<file path="config.mk">
export PLATFORM = sky130hd
export DESIGN_NAME = uart_rx_oversampled
export DESIGN_NICKNAME = d
export VERILOG_FILES = /design/src/rtl/uart_rx_oversampled.sv
export SDC_FILE = /design/constraint.sdc
export NUM_CORES = 1
export LEC_CHECK = 0
export BUFFER_PORTS_ARGS = -buffer_cell sky130_fd_sc_hd__buf_2
export CORE_MARGIN = 4
export CORE_UTILIZATION = 45
export CTS_BUF_LIST = sky130_fd_sc_hd__clkbuf_2
export CTS_CLUSTER_SIZE = 25
export DETAILED_ROUTE_END_ITERATION = 16
export HOLD_SLACK_MARGIN = 0.03
export PLACE_DENSITY = 0.67
export SLEW_MARGIN = 5
export SYNTH_ARGS = -nofsm -noshare
export SYNTH_HDL_FRONTEND = slang
export SYNTH_SLANG_ARGS = --single-unit
</file>
<file path="constraint.sdc">
create_clock -name clk -period 2.33 [get_ports clk]
set_clock_uncertainty 0.1 [all_clocks]
set_input_delay 0.3495 -clock clk [delete_from_list [all_inputs] [get_ports clk]]
set_output_delay 0.3495 -clock clk [all_outputs]
set_load 0.01 [all_outputs]
</file>
<file path="src/rtl/uart_rx_oversampled.sv">
// UART receive stage: 2-flop line synchroniser, oversampled start
// detection, mid-bit data sampling and stop-bit framing check.
module uart_rx_oversampled #(
  parameter int DBIT       = 8,
  parameter int SB_TICK    = 16,
  parameter int OVERSAMPLE = 16
) (
  input  logic            clk,
  input  logic            reset,
  input  logic            rx,
  input  logic            s_tick,
  output logic [DBIT-1:0] dout,
  output logic            rx_done_tick,
  output logic            frame_err,
  output logic            busy
);

  localparam int SMAX =
    (OVERSAMPLE > SB_TICK) ? OVERSAMPLE : SB_TICK;
  localparam int SW = $clog2(SMAX);
  localparam int NW = $clog2(DBIT);

  localparam logic [SW-1:0] S_MID  = SW'(OVERSAMPLE/2 - 1);
  localparam logic [SW-1:0] S_BIT  = SW'(OVERSAMPLE - 1);
  localparam logic [SW-1:0] S_STOP = SW'(SB_TICK - 1);
  localparam logic [NW-1:0] N_LAST = NW'(DBIT - 1);

  typedef enum logic [1:0] {
    IDLE,
    START,
    DATA,
    STOP
  } state_t;

  state_t          state, state_nx;
  logic [SW-1:0]   s, s_nx;
  logic [NW-1:0]   n, n_nx;
  logic [DBIT-1:0] b, b_nx;
  logic [DBIT-1:0] dout_nx;
  logic            ferr_nx;
  logic            done_nx;
  logic            rx_m, rx_s;

  always_ff @(posedge clk) begin
    if (reset) begin
      state        <= IDLE;
      s            <= '0;
      n            <= '0;
      b            <= '0;
      dout         <= '0;
      frame_err    <= 1'b0;
      rx_done_tick <= 1'b0;
      rx_m         <= 1'b1;
      rx_s         <= 1'b1;
    end else begin
      state        <= state_nx;
      s            <= s_nx;
      n            <= n_nx;
      b            <= b_nx;
      dout         <= dout_nx;
      frame_err    <= ferr_nx;
      rx_done_tick <= done_nx;
      rx_m         <= rx;
      rx_s         <= rx_m;
    end
  end

  // Stop level is judged at the final stop tick; a high mid-start
  // sample is treated as a glitch and silently dropped.
  always_comb begin
    state_nx = state;
    s_nx     = s;
    n_nx     = n;
    b_nx     = b;
    dout_nx  = dout;
    ferr_nx  = frame_err;
    done_nx  = 1'b0;
    unique case (state)
      IDLE: begin
        if (!rx_s) begin
          state_nx = START;
          s_nx     = '0;
        end
      end
      START: begin
        if (s_tick) begin
          if (s == S_MID) begin
            s_nx = '0;
            n_nx = '0;
            state_nx = rx_s ? IDLE : DATA;
          end else begin
            s_nx = s + SW'(1);
          end
        end
      end
      DATA: begin
        if (s_tick) begin
          if (s == S_BIT) begin
            s_nx = '0;
            b_nx = {rx_s, b[DBIT-1:1]};
            if (n == N_LAST) state_nx = STOP;
            else n_nx = n + NW'(1);
          end else begin
            s_nx = s + SW'(1);
          end
        end
      end
      STOP: begin
        if (s_tick) begin
          if (s == S_STOP) begin
            dout_nx  = b;
            ferr_nx  = ~rx_s;
            done_nx  = 1'b1;
            state_nx = IDLE;
          end else begin
            s_nx = s + SW'(1);
          end
        end
      end
      default: state_nx = IDLE;
    endcase
  end

  always_comb begin
    busy = (state != IDLE);
  end

endmodule

</file>
[Word level (Yosys, flattened, before mapping)]
Cells that the tools add are included.
Storage, ports and cells
  register bits after elaboration: 29
  bits of input ports: 4
  output and inout bits: 11
Operators by class
  add/sub/neg operators: 2
  equality and inequality tests: 16
  multiplexer cells: 25
  bitwise operators: 3
  reduce and logical (&&, ||, !) cells: 9
Operators by type and width (count)
  4-bit two-way mux: 7
  2-bit inequality test (second input constant): 10
  2-bit two-way mux: 9
  4-bit one-hot mux with 4 select lines: 1
  3-bit two-way mux: 5
  2-bit one-hot mux with 4 select lines: 1
  8-bit AND reduction: 1
  3-bit one-hot mux with 2 select lines: 1
  3-bit AND reduction: 2
  6-bit AND reduction: 1
  5-bit AND reduction: 1
  4-bit by 1-bit adder with 4-bit output (second input constant): 1
  2-bit equality test (second input constant): 2
  4-bit by 3-bit equality test with 1-bit output (second input constant): 1
  4-bit equality test (second input constant): 1
  2-bit nonzero test: 2
  3-bit by 1-bit adder with 3-bit output (second input constant): 1
  3-bit equality test (second input constant): 1
  1-bit inverter: 3
  3-bit OR reduction: 1
  2-bit by 1-bit equality test with 1-bit output (second input constant): 1
  2-bit zero test: 1
  1-bit two-way mux: 1

[Depth between registers and ports, before layout]
Gate-level depths: netlist of run 1.
  depth after elaboration: 5
  gate-level depth with buffers: 6

[Worst setup path after synthesis of run 1]
No wires, ideal clock.
  path kind: register -> register
  start: reg s[0]
  end: reg b[0]
  arrival time: 1.420 ns
  path slack: 0.683 ns
  stages on the path, launching flop included: 7
  buffers on the path: 1
  cells stage by stage: dfxtp_1 ha_1 clkbuf_1 nand2_1 nor3_4 mux2i_1 nor2_1
On the way
  longest elaborated chain between the ends: 2
Ends and longest elaborated chain
  start, declared: RTL line 36  | logic [SW-1:0] s, s_nx;
  start signal, assigned: RTL line 57  | s <= s_nx;
  4-bit equality test: RTL line 98  | if (s == S_BIT) begin
  3-bit AND reduction (no line)
  end signal, assigned: RTL line 59  | b <= b_nx;
  end, declared: RTL line 38  | logic [DBIT-1:0] b, b_nx;
No other way between the ends.
A chain may end at the register's enable or synchronous reset.

==> key figures, run 1 <==
Drt
  – Routed wire per std cell: 13.4 um
  – WL final: 2330 um
  – Vias per inst: 5.55
  – DR iter-0 viols: 14
  – Drt drc: 0
  – Vias: 966
  – First-pass DRT Iterations: 4
  – Post-DRT Antenna Nets: 0

Die
  – Die area: 0.00370 mm^2
  – Core footprint: 0.00257 mm^2
  – Chip height: 60.8 um
  – # IOs: 15
  – Starting density of the core: 48.9%
  – Die width: 60.8 um
  – Rows: 18

Logic synthesis
  – Synth Cell Area: 0.00125 mm^2
  – Main combinational cell family by area after synthesis: simple AND/OR/NAND/NOR gates
  – Synth Net Count: 135
  – Synth warn: 0
  – Mean Syn Cell Area: 9.80 um^2
  – Synth Instances: 128
  – Compound-Gate Fraction of Synth Area: 8.08%
  – Synthesized-area fraction occupied by adder cells: 2.99%
  – Yosys reg bits: 29
  – Mux contribution to synthesized area: 16.0%
  – Netlist cell types: 33
  – Post-synthesis simple-gate area fraction: 23.1%
  – XOR/XNOR share of the synthesized area: 0.698%
  – Sequential share of the synthesized area: 46.3%

Clock tree
  – CTS Buffer Depth: 2
  – Post-CTS setup buffer count: 0
  – CTS Root Cell: clkbuf_2
  – Total CTS buffers: 5
  – TritonCTS clock tree: yes
  – Clock Pin Slew Worst Setup and Hold Paths: 140 ps
  – Skew-Pair Late Insertion Delay: 350 ps
  – CTS HTree Levels: 2
  – PostCTS Resize Cnt: 0
  – # clock sinks: 29
  – # hold bufs at CTS: 0

Pwr
  – Clock power frac: 40.1%
  – Switching Power: 190 uW
  – Overall Power: 881 uW
  – Worst vdd ir: 0.493 mV
  – Sequential share of power: 57.2%
  – Comb pwr share: 2.7%
  – Pwr/cell area: 629 mW/mm^2
  – Static leakage: 0.000557 uW
  – Switch share: 21.6%
  – Internal: 691 uW

Place
  – GP Congestion: 0.737
  – DP Wirelength: 1570 um
  – I/O Buffers: 14
  – Post-Place Setup Slack: 483 ps

Critical path
  – Crit end category: flop
  – Worst Reg-to-Reg Cells: 4
  – CP Max Fanout: 16
  – Slowest library cell on the worst path: dfxtp_1
  – Worst path required time: 2470 ps
  – Critical Path AT: 2010 ps
  – Worst Setup Start Kind: flop
  – Worst Path Class, Setup: reg -> reg
  – Worst stage delay on the critical path: 700 ps
  – Critical path, cell by cell: nand3_4 > nor3_4 > mux2i_1 > nor2_1

Final layout
  – Leading cell type in the layout, fill and taps excluded: dfxtp_1
  – Fill cell total of the finished layout: 270
  – Fin util: 54.6%
  – Ant diodes: 0
  – Layout Nets: 150
  – P&R area growth vs syn: 11.7%
  – Share of cells above drive strength 1: 20.8%
  – Most frequent cells in the layout: dfxtp_1, nor2_1, mux2i_1

Timing
  – Achievable Freq: 0.535 GHz
  – Worst slew pin tran: 549 ps
  – Min Tclk post-route: 1870 ps
  – Final hold viol count: 0
  – RSZ-0062 raised after global routing: no
  – Crit share post-route: 80.2%
  – Setup violators final: 0
  – Final Max Slew Viols: 0
  – Final worst slack: 461 ps
  – Headroom to the max-slew limit: 63.3%
  – Post-route setup TNS: 0 ps

Run
  – # Max-Cap Violations: 0

Hold path
  – Hold path cells: 2
  – Min-Delay Path Class: in -> reg

GRT
  – Number of global-route vias before repair: 940
  – First-pass GRT wire length: 4040 um
  – Total track usage: 15.3%
  – Total congestion overflow: 0
  – Initial antenna violation count: 0
  – Pin count of the biggest net entering global routing: 30

Status
  – Outcome: completed
==> power by group through the flow <==
stage	logic (uW)	registers (uW)	clock network, uW
6_report	23.6	504	353
5_1_grt	26.7	506	394
4_1_cts	23.9	505	365
3_5_place_dp	23.9	515	0
3_3_place_gp	23.2	515	0
2_1_floorplan	18.8	512	0
==> critical path: cells and delay by family (launching register included) <==
kind / cells / cell delay (ps)
flip-flops: 1 / 700
multiplexers: 1 / 260
AND/OR/NAND/NOR: 3 / 710
==> through the flow <==
step	cell area [um^2]	hold slack (ps)	cells
6_report	1400	80.5	174
5_1_grt	1400	34.7	174
4_1_cts	1400	61.4	174
3_5_place_dp	1340	299	166
3_3_place_gp	1340	296	166
2_1_floorplan	1250	289	128
==> area by class of cell <==
cell class / instances / area, um^2 / area share [%]
Multi-Input combinational cell: 91 / 638 / 45.5
Clock buffer: 6 / 30.0 / 2.14
Sequential cell: 29 / 581 / 41.4
Inverter: 1 / 3.75 / 0.268
Tap cell: 30 / 37.5 / 2.68
Clock inverter: 2 / 33.8 / 2.41
Timing Repair Buffer: 15 / 77.6 / 5.54
==> metal layers <==
layer  GRT usage, %  wire length [um]  vias up
li1               -                 -      486
met1           17.2              1090      453
met2           23.7              1080       23
met3           8.30               122        4
met4           7.43                35        0
met5              0                 0        -
==> worst paths after layout <==
path,startpoint,slack (ps),end
max reg2reg,flop,460,b[5]$_SDFFE_PP0P_
min,rx,80,rx_m$_SDFF_PP1_
max,flop,460,b[5]$_SDFFE_PP0P_
min reg2reg,rx_m$_SDFF_PP1_,330,rx_s$_SDFF_PP1_
==> cell families after synthesis <==
group                      after synthesis
AOI/OAI and AO/OA                       16
xor gates and xnor gates                 1
muxes                                   20
and+or+nand+nor                         51
DFF                                     29
buffers and inverters                    8
adders and majority gates                3
==> synth_stat cells, drive strengths merged <==
master	number	share of area (%)
dfxtp	29	46
nand3	7	3.8
nand3b	1	0.60
ha	3	3.0
buf	3	1.4
and3b	2	1.4
a31oi	2	1.0
nand4	2	1.0
nor2	24	7.8
a32oi	1	0.70
nor4bb	1	0.80
or3b	1	0.70
nor3b	2	1.2
a22oi	1	0.60
xnor2	1	0.70
nand2b	1	0.50
inv	1	0.30
clkbuf	4	1.2
nor3	2	1.7
a21oi	5	2.0
nand2	2	0.60
or2	4	2.0
mux2i	20	16
o21ai	3	1.2
and2	1	0.50
a311oi	2	1.4
and3	1	0.60
a21o	2	1.2
==> flip-flops by register name (all words and copies together) (netlist names), named ones only <==
register and flops:
b 8, dout 8, frame_err 1, n 3
rx_done_tick 1, rx_m 1, rx_s 1, s 4
state 1
Power figures use the tool's default switching activity.
==> run 2, diff against run 1 <==
--- a/config.mk
+++ b/config.mk
@@ -5,6 +5,7 @@
 export SDC_FILE = /design/constraint.sdc
 export NUM_CORES = 1
 export LEC_CHECK = 0
+export ABC_AREA = 1
 export BUFFER_PORTS_ARGS = -buffer_cell sky130_fd_sc_hd__buf_2
 export CORE_MARGIN = 4
 export CORE_UTILIZATION = 45
@@ -12,7 +13,7 @@
 export CTS_CLUSTER_SIZE = 25
 export DETAILED_ROUTE_END_ITERATION = 16
 export HOLD_SLACK_MARGIN = 0.03
-export PLACE_DENSITY = 0.67
+export PLACE_DENSITY = 0.7
 export SLEW_MARGIN = 5
 export SYNTH_ARGS = -nofsm -noshare
 export SYNTH_HDL_FRONTEND = slang
==> constraint.sdc (replaced) <==
create_clock -name clk -period 1.65 [get_ports clk]
set_clock_uncertainty 0.1 [all_clocks]
set_input_delay 0.2475 -clock clk [delete_from_list [all_inputs] [get_ports clk]]
set_output_delay 0.2475 -clock clk [all_outputs]
set_load 0.01 [all_outputs]
==> key figures, run 2 <==
Logic synthesis
  – Synth warn: 0 (unchanged)
  – Post-synth EDFFs: 0 (unchanged)
  – Synth Net Count: 176 (+30%)
  – Most instantiated library cell after synthesis: nor2_1
  – Post-synth top area share: 46.6% (+0.33 points)
  – Synth Cell Area: 0.00125 mm^2 (-0.70%)
  – Main flop type after synthesis: dfxtp_1
  – Netlist cell types: 24 (-27%)
  – Sequential share of the synthesized area: 46.6% (+0.33 points)
  – Yosys reg bits: 29 (unchanged)
  – Synth cell count leaders: nor2_1, nand2_1, dfxtp_1, inv_1, nand3_1
  – Synth Instances: 169 (+32%)
  – Top cells by area, synth: dfxtp_1, nor2_1, nand2_1
  – Synth async-reset ratio: 0% (unchanged)
  – Mean Syn Cell Area: 7.37 um^2 (-25%)
  – Dominant cell type by area after synthesis: dfxtp_1

Critical path
  – Critical Path Start: reset
  – R2R Path End: dout[3]$_SDFFE_PP0P_
  – Reg2reg setup slack: 140 ps (-320 ps)
  – Crit end category: flop
  – Worst stage delay on the critical path: 550 ps (-150 ps)
  – Slowest library cell on the worst path: dlygate4sd3_1
  – CP Max Fanout: 6 (-10)
  – Worst Setup Start Kind: input pin
  – Worst Path Class, Setup: in -> reg
  – Critical Path AT: 1770 ps (-240 ps)
  – Crit-path most repeated cell: dlygate4sd3_1
  – Worst path required time: 1800 ps (-670 ps)
  – FF-to-FF Start: s[1]$_SDFFE_PP0P_
  – Worst Reg-to-Reg Cells: 6 (+2)
  – CP Capture Point: rx_m$_SDFF_PP1_
  – Critical path, cell by cell: dlygate4sd3_1 > buf_2 > or2_2 > dlygate4sd3_1

Timing
  – Worst slew pin tran: 263 ps (-287 ps)
  – Setup violators final: 0 (unchanged)
  – Post-route setup TNS: 0 ps (unchanged)
  – RSZ-0062 raised after global routing: no
  – Min Tclk post-route: 1620 ps
  – Crit share post-route: 98.1%
  – Final hold viol count: 0 (unchanged)
  – Headroom to the max-slew limit: 82.4% (+19 points)
  – Final Max Slew Viols: 0 (unchanged)
  – Achievable Freq: 0.618 GHz

Final layout
  – Leading cell type in the layout, fill and taps excluded: nor2_1
  – Most frequent cells in the layout: nor2_1, dfxtp_1, nand2_1
  – Share of cells above drive strength 1: 23.6% (+2.8 points)
  – Fin cells: 225 (+29%)
  – Layout Nets: 201 (+34%)
  – Biggest regs: b x8, dout x8, s x4
  – Fill cell total of the finished layout: 253 (-6.3%)
  – P&R area growth vs syn: 19.7%
  – Ant diodes: 0 (unchanged)

Die
  – Rows: 18 (unchanged)
  – Die area: 0.00368 mm^2 (-0.61%)
  – Die width: 60.6 um (-0.30%)
  – Starting density of the core: 48.5% (-0.34 points)
  – Chip height: 60.6 um (-0.30%)
  – Core footprint: 0.00257 mm^2 (unchanged)
  – # IOs: 15 (unchanged)

Hold path
  – Min-Delay Path Class: in -> reg

Clock tree
  – Total CTS buffers: 5 (unchanged)
  – CTS Root Cell: clkbuf_2
  – CTS HTree Levels: 2 (unchanged)
  – TritonCTS clock tree: yes
  – Clock Pin Slew Worst Setup and Hold Paths: 130 ps (about the same)
  – Skew-Pair Late Insertion Delay: 360 ps (about the same)
  – # clock sinks: 29 (unchanged)
  – CTS Buffer Depth: 2 (unchanged)

Drt
  – WL final: 2610 um (+12%)
  – First-pass DRT Iterations: 4 (unchanged)
  – Drt drc: 0 (unchanged)
  – Vias per inst: 4.93 (-11%)
  – Routed wire per std cell: 11.6 um (-13%)
  – Vias: 1110 (+15%)
  – Post-DRT Antenna Nets: 0 (unchanged)
  – DR iter-0 viols: 28 (+14)

GRT
  – Total track usage: 17.4% (+2.1 points)
  – Initial antenna violation count: 0 (unchanged)
  – Total congestion overflow: 0 (unchanged)
  – First-pass GRT wire length: 4700 um (+16%)
  – Number of global-route vias before repair: 1095 (+16%)
  – Pin count of the biggest net entering global routing: 17 (-43%)

Place
  – I/O Buffers: 14 (unchanged)
  – Placed Instances: 214 (+29%)
  – DP Wirelength: 1850 um (+18%)
  – GP Congestion: 0.879 (+19%)

Pwr
  – Switch share: 26.5% (+4.9 points)
  – Comb pwr share: 12.8% (+10 points)
  – Pwr/cell area: 953 mW/mm^2 (+52%)
  – Switching Power: 377 uW (+98%)
  – Worst vdd ir: 0.749 mV (+52%)
  – Sequential share of power: 52.0% (-5.2 points)
  – Clock power frac: 35.1% (-5.0 points)
  – Static leakage: 0.000695 uW (+25%)
  – Internal: 1040 uW (+51%)

Run
  – # Max-Cap Violations: 0 (unchanged)

Status
  – Outcome: completed
run 2: cell types whose count changed after synthesis, moves of 4 or more:
cell	previous run	this run
o21ai_0	2	7
nand2_1	2	30
nand3_1	6	10
inv_1	1	10
mux2i_1	20	0
nor2_1	23	44
o21ai_1	1	9
run 2: power by group through the flow:
| stage | clock network (uW) | registers, uW | logic (uW) |
|---|---|---|---|
| after floorplan | 0 | 751 | 130 |
| final | 499 | 740 | 183 |
| after global placement | 0 | 753 | 163 |
| after CTS | 521 | 739 | 176 |
| after detailed placement | 0 | 754 | 169 |
| after global routing | 549 | 743 | 215 |
run 2: through the flow:
step	setup slack [ps]	cell area, um^2	total power [uW]	utilization, %	hold WS, ps
2_1_floorplan	208	1250	881	-	217
3_3_place_gp	114	1360	916	53.1	302
3_5_place_dp	48.1	1360	924	53.1	298
4_1_cts	9.93	1460	1440	56.8	186
5_1_grt	2.61	1490	1510	58.1	209
6_report	31.5	1490	1420	58.1	225
run 2: cell families (layout without fill, tap and decap cells):
logic type | count (synthesis) | in the layout | share of synthesized area [%]
adders and majority gates | 3 | 3 | 3.01
xor gates and xnor gates | 1 | 1 | 0.703
AOI/OAI and AO/OA | 25 | 25 | 10.9
DFF | 29 | 29 | 46.6
buffers and inverters | 17 | 43 | 5.92
and+or+nand+nor | 94 | 94 | 32.8
run 2: repair_timing:
item	4_1_cts	5_1_grt
hold buffers	3	0
setup buffers	0	0
resized for setup	0	8
hold endpoints to repair	5	0
setup endpoints to repair	0	21
run 2: cell type report:
class                           count  area (um^2)  area share (%)
Multi-Input combinational cell    123          624            41.9
Sequential cell                    29          582            39.0
Timing Repair Buffer               21          130            8.72
Inverter                           14         53.8            3.61
Tap cell                           30         37.5            2.52
Clock inverter                      2         33.8            2.27
Clock buffer                        6         30.0            2.01
run 2: how the worst min path moves through the flow:
stage,start,end,cells past startpoint
floorplan,reset,s[1]$_SDFFE_PP0P_,1
global placement,rx_m$_SDFF_PP1_,rx_s$_SDFF_PP1_,1
detailed placement,rx_m$_SDFF_PP1_,rx_s$_SDFF_PP1_,1
CTS,s_tick,s[1]$_SDFFE_PP0P_,5
global route,s_tick,s[1]$_SDFFE_PP0P_,5
finish,s_tick,s[1]$_SDFFE_PP0P_,5
run 2: per-layer routing:
| metal | GRT usage (%) | vias up | share of wire, % |
|---|---|---|---|
| met2 | 28.5 | 19 | 48 |
| met5 | 0 | - | 0 |
| met3 | 5.74 | 6 | 4.0 |
| met4 | 8.36 | 0 | 2.1 |
| li1 | - | 589 | - |
| met1 | 20.5 | 496 | 45 |
run 2: critical path: cells and delay by family:
| family | cells | cell delay [ps] |
|---|---|---|
| and+or+nand+nor | 1 | 290 |
| buffers and inverters | 3 | 1230 |
==> run 3, diff against run 2 <==
--- a/config.mk
+++ b/config.mk
@@ -7,6 +7,7 @@
 export LEC_CHECK = 0
 export ABC_AREA = 1
 export BUFFER_PORTS_ARGS = -buffer_cell sky130_fd_sc_hd__buf_2
+export CORE_ASPECT_RATIO = 1.4
 export CORE_MARGIN = 4
 export CORE_UTILIZATION = 45
 export CTS_BUF_LIST = sky130_fd_sc_hd__clkbuf_2
==> key figures, run 3 (same netlist as run 2, synthesis figures left out) <==
Status
  – Outcome: completed

Die
  – Core footprint: 0.00264 mm^2 (+2.9%)
  – Rows: 22 (+4)
  – Chip height: 70.3 um (+16%)
  – # IOs: 15 (unchanged)
  – Die width: 52.5 um (-13%)
  – Die area: 0.00369 mm^2 (+0.32%)
  – Starting density of the core: 47.2% (-1.4 points)

Drt
  – Routed wire per std cell: 11.1 um (-4.5%)
  – DR iter-0 viols: 24 (-14%)
  – Vias: 1080 (-2.7%)
  – WL final: 2530 um (-3.2%)
  – WL met3: 88 um (-15%)
  – Vias per inst: 4.74 (-4.0%)
  – Wire length on met2: 1290 um (+1.9%)
  – Post-DRT Antenna Nets: 0 (unchanged)
  – Drt drc: 0 (unchanged)
  – Highest routed metal layer: met4
  – First-pass DRT Iterations: 4 (unchanged)
  – WL met1: 1090 um (-8.0%)

Critical path
  – Worst Setup Start Kind: flop
  – FF-to-FF Start: s[0]$_SDFFE_PP0P_
  – Critical Path AT: 1140 ps (-630 ps)
  – Slowest library cell on the worst path: dfxtp_1
  – Worst Path Class, Setup: reg -> out
  – Crit end category: output port
  – CP bufs+invs: 2 (-1)
  – Critical path, cell by cell: inv_2 > nand2_2 > buf_2
  – Worst stage delay on the critical path: 480 ps (-70 ps)
  – CP Max Fanout: 5 (-1)
  – Largest delay contributor family on the critical path: flip-flops
  – Worst path required time: 1300 ps (-500 ps)
  – Critical Path Start: state[0]$_SDFFE_PP0P_

Timing
  – Post-route setup TNS: 0 ps (unchanged)
  – Final worst slack: 158 ps (+127 ps)
  – Achievable Freq: 0.670 GHz (+8.5%)
  – Min Tclk post-route: 1490 ps (-127 ps)
  – RSZ-0062 raised after global routing: no
  – Final hold viol count: 0 (unchanged)
  – Headroom to the max-slew limit: 83.6% (+1.2 points)
  – Crit share post-route: 90.4% (-7.7 points)
  – Final Max Slew Viols: 0 (unchanged)
  – Setup violators final: 0 (unchanged)
  – Worst slew pin tran: 246 ps (-16.9 ps)

GRT
  – Number of global-route vias before repair: 1065 (-2.7%)
  – First-pass GRT wire length: 4500 um (-4.3%)
  – Initial antenna violation count: 0 (unchanged)
  – Pin count of the biggest net entering global routing: 24 (+7)
  – Total congestion overflow: 0 (unchanged)
  – Total track usage: 16.4% (-1.0 points)

Clock tree
  – Total CTS buffers: 5 (unchanged)
  – Clock Pin Slew Worst Setup and Hold Paths: 150 ps (+20 ps)
  – CTS Buffer Depth: 2 (unchanged)
  – Skew-Pair Late Insertion Delay: 340 ps (-20 ps)
  – # clock sinks: 29 (unchanged)
  – Post-CTS setup buffer count: 0 (unchanged)
  – TritonCTS clock tree: yes
  – CTS Root Cell: clkbuf_2
  – CTS HTree Levels: 2 (unchanged)

Hold path
  – Min-Delay Path Class: in -> reg
  – Hold Path Origin: s_tick

Run
  – # Max-Cap Violations: 0 (unchanged)

Pwr
  – Static leakage: 0.000674 uW (-3.0%)
  – Worst vdd ir: 0.560 mV (-25%)
  – Pwr/cell area: 869 mW/mm^2 (-8.9%)

Final layout
  – Most frequent cells in the layout: nor2_1, nand2_1, dfxtp_1
  – Ant diodes: 0 (unchanged)
  – Biggest regs: b x8, dout x8, s x4
  – Share of cells above drive strength 1: 24.0% (+0.37 points)
  – Leading cell type in the layout, fill and taps excluded: nor2_1
  – P&R area growth vs syn: 16.5%
  – Layout Nets: 198 (-1.5%)

Place
  – Post-Place Setup Slack: 45.1 ps (-3.06 ps)
  – GP Congestion: 0.855 (-2.7%)
  – I/O Buffers: 14 (unchanged)
  – DP Wirelength: 1810 um (-2.0%)
-- run 3: cell count changes in the layout (fill, tap and decap cells not counted) --
cell           delta
nand2_2           -1
dlygate4sd3_1     -1
o21ai_1           +1
nor2_2            +1
clkinv_1          -1
nor2_1            -1
dfxtp_2           +1
o21ai_0           -1
dfxtp_1           -1
clkinv_2          +2
bufinv_16         -1
nand2_1           +1
buf_4             -2
-- run 3: final cells by class --
class                           count  area [um^2]
Fill cell                         276         1190
Multi-Input combinational cell    123          624
Sequential cell                    29          583
Timing Repair Buffer               18          105
Inverter                           14         53.8
Tap cell                           36         45.0
Clock buffer                        6         30.0
Clock inverter                      2         10.0
-- run 3: final timing paths --
path	endpoint	slack (ps)	cells after the start
worst max-delay path	busy	160	3
worst max register to register	n[1]$_SDFFE_PP0P_	170	8
worst min-delay path	s[1]$_SDFFE_PP0P_	200	5
worst min register to register	rx_s$_SDFF_PP1_	340	1
-- run 3: what timing repair did --
action	4_1_cts	5_1_grt
hold buffers	2	0
gates resized for setup	1	9
setup endpoints to repair	1	19
hold endpoints to repair	4	0
gates cloned	0	0
pin swaps	0	1
-- run 3: per-stage QoR --
| step | area, um^2 | hold WS, ps | instances | util, % | total power [uW] |
|---|---|---|---|---|---|
| global placement | 1360 | 301 | 218 | 51.3 | 914 |
| floorplan | 1250 | 217 | 169 | - | 881 |
| CTS | 1420 | 182 | 228 | 53.8 | 1280 |
| global route | 1450 | 198 | 228 | 54.9 | 1350 |
| finish | 1450 | 198 | 228 | 54.9 | 1260 |
| detailed placement | 1360 | 316 | 218 | 51.3 | 923 |
-- run 3: metal layers --
layer	GRT usage (%)	vias up
met3	5.54	6
met1	17.5	478
met5	0	-
li1	-	583
met4	9.38	0
met2	27.1	13
-- run 3: where the power goes --
group          internal [uW]  switching, uW  leakage, uW
Clock                    106            232    0.0000327
Sequential               719           19.9     0.000235
Combinational           64.6            119     0.000406
-- run 3: worst register-to-register path: stages (launching register included) --
cell	delay [ps]
dfxtp_2	400
ha_4	180
nand3_4	120
nand2_2	100
nand3_1	120
nor2_4	180
nand2_1	80
nand2_1	70
nor2_1	40
